File: src/rtl/fifo_write_arbiter.sv
// rtl/fifo_write_arbiter.sv - round-robin, packet-locked arbiter for a shared fifo write port
module fifo_write_arbiter #(
    parameter int NUM_REQ   = 4,
    parameter int WIDTH     = 8,
    parameter int CNT_WIDTH = 8,
    localparam int IDX_W    = $clog2(NUM_REQ)
) (
    input  logic                     clk,
    input  logic                     rst,
    input  logic [NUM_REQ*WIDTH-1:0] req_data,
    input  logic [NUM_REQ-1:0]       req_valid,
    input  logic [NUM_REQ-1:0]       req_last,
    output logic [NUM_REQ-1:0]       req_ready,
    output logic [WIDTH-1:0]         fifo_din,
    output logic                     fifo_wput,
    input  logic                     fifo_full,
    output logic [NUM_REQ-1:0]       grant,
    output logic                     busy,
    output logic                     pkt_done,
    output logic [IDX_W-1:0]         pkt_src,
    output logic [CNT_WIDTH-1:0]     pkt_words
);

    localparam logic [0:0] IDLE  = 1'b0;
    localparam logic [0:0] GRANT = 1'b1;

    logic [0:0]           state;
    logic [IDX_W-1:0]     owner;
    logic [IDX_W-1:0]     ptr;
    logic [CNT_WIDTH-1:0] cnt;
    logic [CNT_WIDTH-1:0] cnt_inc;
    logic                 pick_found;
    logic [IDX_W-1:0]     pick_idx;
    logic                 xfer;

    assign busy      = (state == GRANT);
    assign xfer      = busy & req_valid[owner] & ~fifo_full;
    assign fifo_wput = xfer;
    // Ready comes only from registered grant and fifo_full, never from req_valid.
    assign req_ready = (busy & ~fifo_full) ? grant : '0;
    assign cnt_inc   = (&cnt) ? cnt : cnt + 1'b1;

    always_comb begin
        fifo_din = '0;
        for (int i = 0; i < NUM_REQ; i++) begin
            if (owner == IDX_W'(i)) fifo_din = req_data[i*WIDTH +: WIDTH];
        end
    end

    // Descending scan so the candidate nearest to ptr+1 is assigned last and wins.
    always_comb begin : pick_blk
        int idx;
        idx        = 0;
        pick_found = 1'b0;
        pick_idx   = '0;
        for (int k = NUM_REQ; k >= 1; k--) begin
            idx = (int'(ptr) + k) % NUM_REQ;
            if (req_valid[IDX_W'(idx)]) begin
                pick_found = 1'b1;
                pick_idx   = IDX_W'(idx);
            end
        end
    end

    always_ff @(posedge clk or posedge rst) begin
        if (rst) begin
            state     <= IDLE;
            owner     <= '0;
            grant     <= '0;
            ptr       <= IDX_W'(NUM_REQ - 1);
            cnt       <= '0;
            pkt_done  <= 1'b0;
            pkt_src   <= '0;
            pkt_words <= '0;
        end else begin
            pkt_done <= 1'b0;
            case (state)
                IDLE: begin
                    cnt <= '0;
                    if (pick_found) begin
                        state <= GRANT;
                        owner <= pick_idx;
                        grant <= NUM_REQ'(1) << pick_idx;
                    end
                end
                default: begin
                    if (xfer) begin
                        cnt <= cnt_inc;
                        if (req_last[owner]) begin
                            state     <= IDLE;
                            grant     <= '0;
                            ptr       <= owner;
                            pkt_done  <= 1'b1;
                            pkt_src   <= owner;
                            pkt_words <= cnt_inc;
                        end
                    end
                end
            endcase
        end
    end

endmodule

File: config.mk
export PLATFORM = sky130hd
export DESIGN_NAME = fifo_write_arbiter
export DESIGN_NICKNAME = d
export VERILOG_FILES = /design/src/rtl/fifo_write_arbiter.sv
export SDC_FILE = /design/constraint.sdc
export NUM_CORES = 1
export LEC_CHECK = 0
export BUFFER_PORTS_ARGS = -buffer_cell sky130_fd_sc_hd__buf_4
export CAP_MARGIN = 15
export CORE_ASPECT_RATIO = 1.75
export CORE_MARGIN = 2
export CORE_UTILIZATION = 47
export CTS_BUF_LIST = sky130_fd_sc_hd__clkbuf_4 sky130_fd_sc_hd__clkbuf_8 sky130_fd_sc_hd__clkbuf_16
export DETAILED_ROUTE_END_ITERATION = 7
export PLACE_DENSITY = 0.89
export SYNTH_ARGS = -nofsm -noshare
export SYNTH_HDL_FRONTEND = slang
export SYNTH_SLANG_ARGS = --single-unit
File: constraint.sdc
create_clock -name clk -period 1.8 [get_ports clk]
set_input_delay 0.36 -clock clk [delete_from_list [all_inputs] [get_ports clk]]
set_output_delay 0.36 -clock clk [all_outputs]
set_load 0.005 [all_outputs]
==> summary.md <==
| Metric | Value |
|---|---|
| Layout cell share with drive strength beyond 1 | 54.6% |
| Synth unique cells | 41 |
| Top cell by count, worst path | buf_6 |
| Gate Count Post-Synth | 148 |
| Total Die Area | between 0.003 and 0.004 sq mm |
| Crit-path slowest cell | mux4_2 |
| Worst Path Buf+Inv | 2 |
| Final setup viols | 16 |
| DR iter-0 viols | 83 |
| Worst clock skew | ~4.0 ps |
| Post-Syn Area per Cell | 11.0 sq um |
| CTS clk-pin slew, worst paths | ~100 ps |
| DIE WIDTH | 48.6 microns |
| EDFF count, synth | 0 |
| Leading register cell type out of synthesis | dfrtp_1 |
| Top delay family on crit path | multiplexers |
| Synth top area share | 39.8% |
| Wire per inst | 18.1 microns |
| # rows | 28 |
| Biggest area consumer among synthesized cells | dfrtp_1 |
| Dpl cells | 271 |
| Worst r2r dst | ptr[1] |
| Async S/R FF share, synth | between 90% and 100% |
| CTS Sinks | 28 |
| Bufs on Longest Clock Path | 2 |
| RD Place Congestion | 0.911 |
| Final WL | 5.13 mm |
| Clk_lat worst skew | 280 ps |
| Crit-path cells | buf_6 -> mux4_2 -> buf_6 |
| Yosys reg bits | 28 |
| Core area | 0.00336 sq mm |
| Achievable Freq | about 530 MHz |
| Worst reg2reg path startpoint | owner[0] |
| Critical path type | flop to output port |
| Max incr delay on CP | 520 ps |
| Vias | 1,651 |
| Power per cell area | roughly 1400 mW/mm^2 |
| Global Route Usage Sum | 24.0% |
| Gr ovfl total | 0 |
| Max-slew headroom | 62.8% |
| Multi-input gate area | 946 sq um |
| Num CTS Buffers | 3 |
| Setup crit start kind | flop |
| Static Leak | 1.24 nW |
| Reg2Reg Setup Slack | -50 ps |
| FF+latch area | 704 sq um |
| Vias per Instance | 5.83 |
| H-tree depth | 1 |
| Final setup margin | -79.5 ps |
| Critical Path RT | 1440 ps |
| Seq/Total Area, Yosys | 43.0% |
| DP Worst Slack | 20.3 ps |
| Total of max-cap violations | 0 |
| RSZ-0062 raised after global routing | true |
| Final hold vios | 0 |
| Final Slew Violations | 0 |
| Number of global-route vias before repair | approximately 1.7k |
| CTS root buf | clkbuf_8 |
| Arrival time at the worst endpoint | 1520 ps |
| Mapped cell area | 0.00163 sq mm |
| CP max FO | 5 |
| Worst IR Drop VDD | 941 uV |
| Fillcell total | about 220 |
| Worst Setup End Kind | output port |
| # IOs | 72 |
| I/O Buffers | 71 |
| Fin util | 76.7% |
| First-pass GRT wire length | around 7.3 mm |
| Nets | 283 |
| Final period utilization | 104% |
| Top cells by area, synth | dfrtp_1, mux4_2, mux2_2, dfstp_2, mux2i_1 |
| Final worst path period need | around 1900 ps |
| Syn nets | 192 |
| Failing checks | negative setup slack |
| Final Total Pwr | 3.59 mW |
| Die H | 82 microns |
| Diode count | 0 |
| Reg2Reg Depth | 5 |
| Layout area overhead | 57.9% |
| Initial antenna violation count | 0 |
| Final antenna-violating net count | 0 |
| CTS tree | built |
| Post-route DRC | 0 |
| Hold buffers post-CTS | 0 |
| Largest net degree at the start of global routing | 29 |
| Tightest Pin Transition | 557 ps |
| Design area | approximately 0.0026 sq mm |
| Placed Area | 0.00228 sq mm |
| DP Wirelength | 3.56 mm |
| Outcome | complete, but fails checks |
| Ys Warns | 0 |
| Pre-antenna DRT Iters | 4 |
| Initial Util | between 40% and 50% |
| HP Class | input port to async pin |
| Post-Layout Cell Count | 283 |
==> final cells by class <==
type                            count  share of cell area, %
Sequential cell                    28                   27.3
Inverter                            4                  0.582
Tap cell                           45                   2.18
Multi-Input combinational cell    110                   36.7
Clock inverter                      1                   1.16
Clock buffer                        3                   1.60
Timing Repair Buffer               92                   30.5
==> layer usage <==
| layer | vias to the layer above | routed length (microns) | GRT usage (%) |
|---|---|---|---|
| met1 | 788 | 1630 | 21.5 |
| met5 | - | 0 | 0 |
| met3 | 14 | 394 | 3.82 |
| li1 | 734 | - | - |
| met2 | 115 | 2960 | 51.5 |
| met4 | 0 | 139 | 10.0 |
==> cell usage in the layout (no fill, tap or decap), types with 3 or more instances in the layout <==
cell	n
nand2b_1	4
o21ai_1	4
o21ai_0	5
clkbuf_8	3
a21oi_1	4
dfrtp_1	25
nor2_1	10
mux2_2	3
inv_1	4
buf_4	76
nand3_1	5
mux4_2	10
o31ai_2	3
nand2_1	12
and2_1	5
mux2i_1	5
a31oi_1	3
buf_6	13
==> logic make-up (layout without fill, tap and decap cells) <==
family | Yosys count | after routing | synth area share, %
muxes | 20 | 20 | 20.3
and+or+nand+nor | 54 | 54 | 17.7
AOI/OAI and AO/OA | 33 | 33 | 13.9
buffers and inverters | 10 | 100 | 3.22
DFF | 28 | 28 | 43.0
xor gates and xnor gates | 2 | 2 | 1.07
adders and majority gates | 1 | 1 | 0.766
==> synth_stat cells, types with 2 or more instances <==
master / count
a211oi_1: 2
a21o_1: 2
a21oi_1: 5
a31oi_1: 3
a32o_1: 2
and2_1: 5
and3_1: 2
buf_2: 3
dfrtp_1: 26
dfstp_2: 2
inv_1: 4
mux2_2: 5
mux2i_1: 5
mux4_2: 10
nand2_1: 13
nand2b_1: 4
nand3_1: 7
nand4_1: 2
nor2_1: 10
nor2b_1: 2
o21ai_0: 9
o31ai_1: 5
xor2_1: 2
==> power by group <==
part,internal (mW),switching [mW]
Sequential,0.856,0.212
Combinational,1.19,0.836
Clock,0.298,0.200
==> through the flow <==
stage | hold WS (ps) | TNS, ps
after CTS | 145 | -422
after detailed placement | 452 | 0
after global placement | 448 | 0
after global routing | 167 | -1740
after floorplan | 424 | 0
final | 139 | -769
==> state kept, by name (all words and copies together), names as in the netlist <==
register / count
cnt: 8
ptr: 2
pkt_done: 1
owner: 2
pkt_words: 8
grant: 4
pkt_src: 2
busy: 1
==> worst min-delay path: cells and delay by family <==
family,cells,cell delay (ps)
buf+inv,3,470
==> how the worst max path moves through the flow <==
stage,from,endpoint,slack (ps),cells past startpoint
6_report,owner[0],fifo_din[3],-80,3
5_1_grt,owner[0],fifo_din[3],-110,3
3_3_place_gp,owner[0],fifo_din[1],30,3
4_1_cts,owner[0],fifo_din[3],-60,3
3_5_place_dp,owner[0],fifo_din[3],20,3
2_1_floorplan,owner[1],fifo_wput,190,3
==> timing repair <==
item	4_1_cts	5_1_grt
pin swaps	0	4
buffers inserted	5	0
endpoints found under the hold margin	0	0
cloned	0	3
gates resized for setup	10	24
endpoints found under the setup margin	9	27
(Power assumes the default switching activity.)
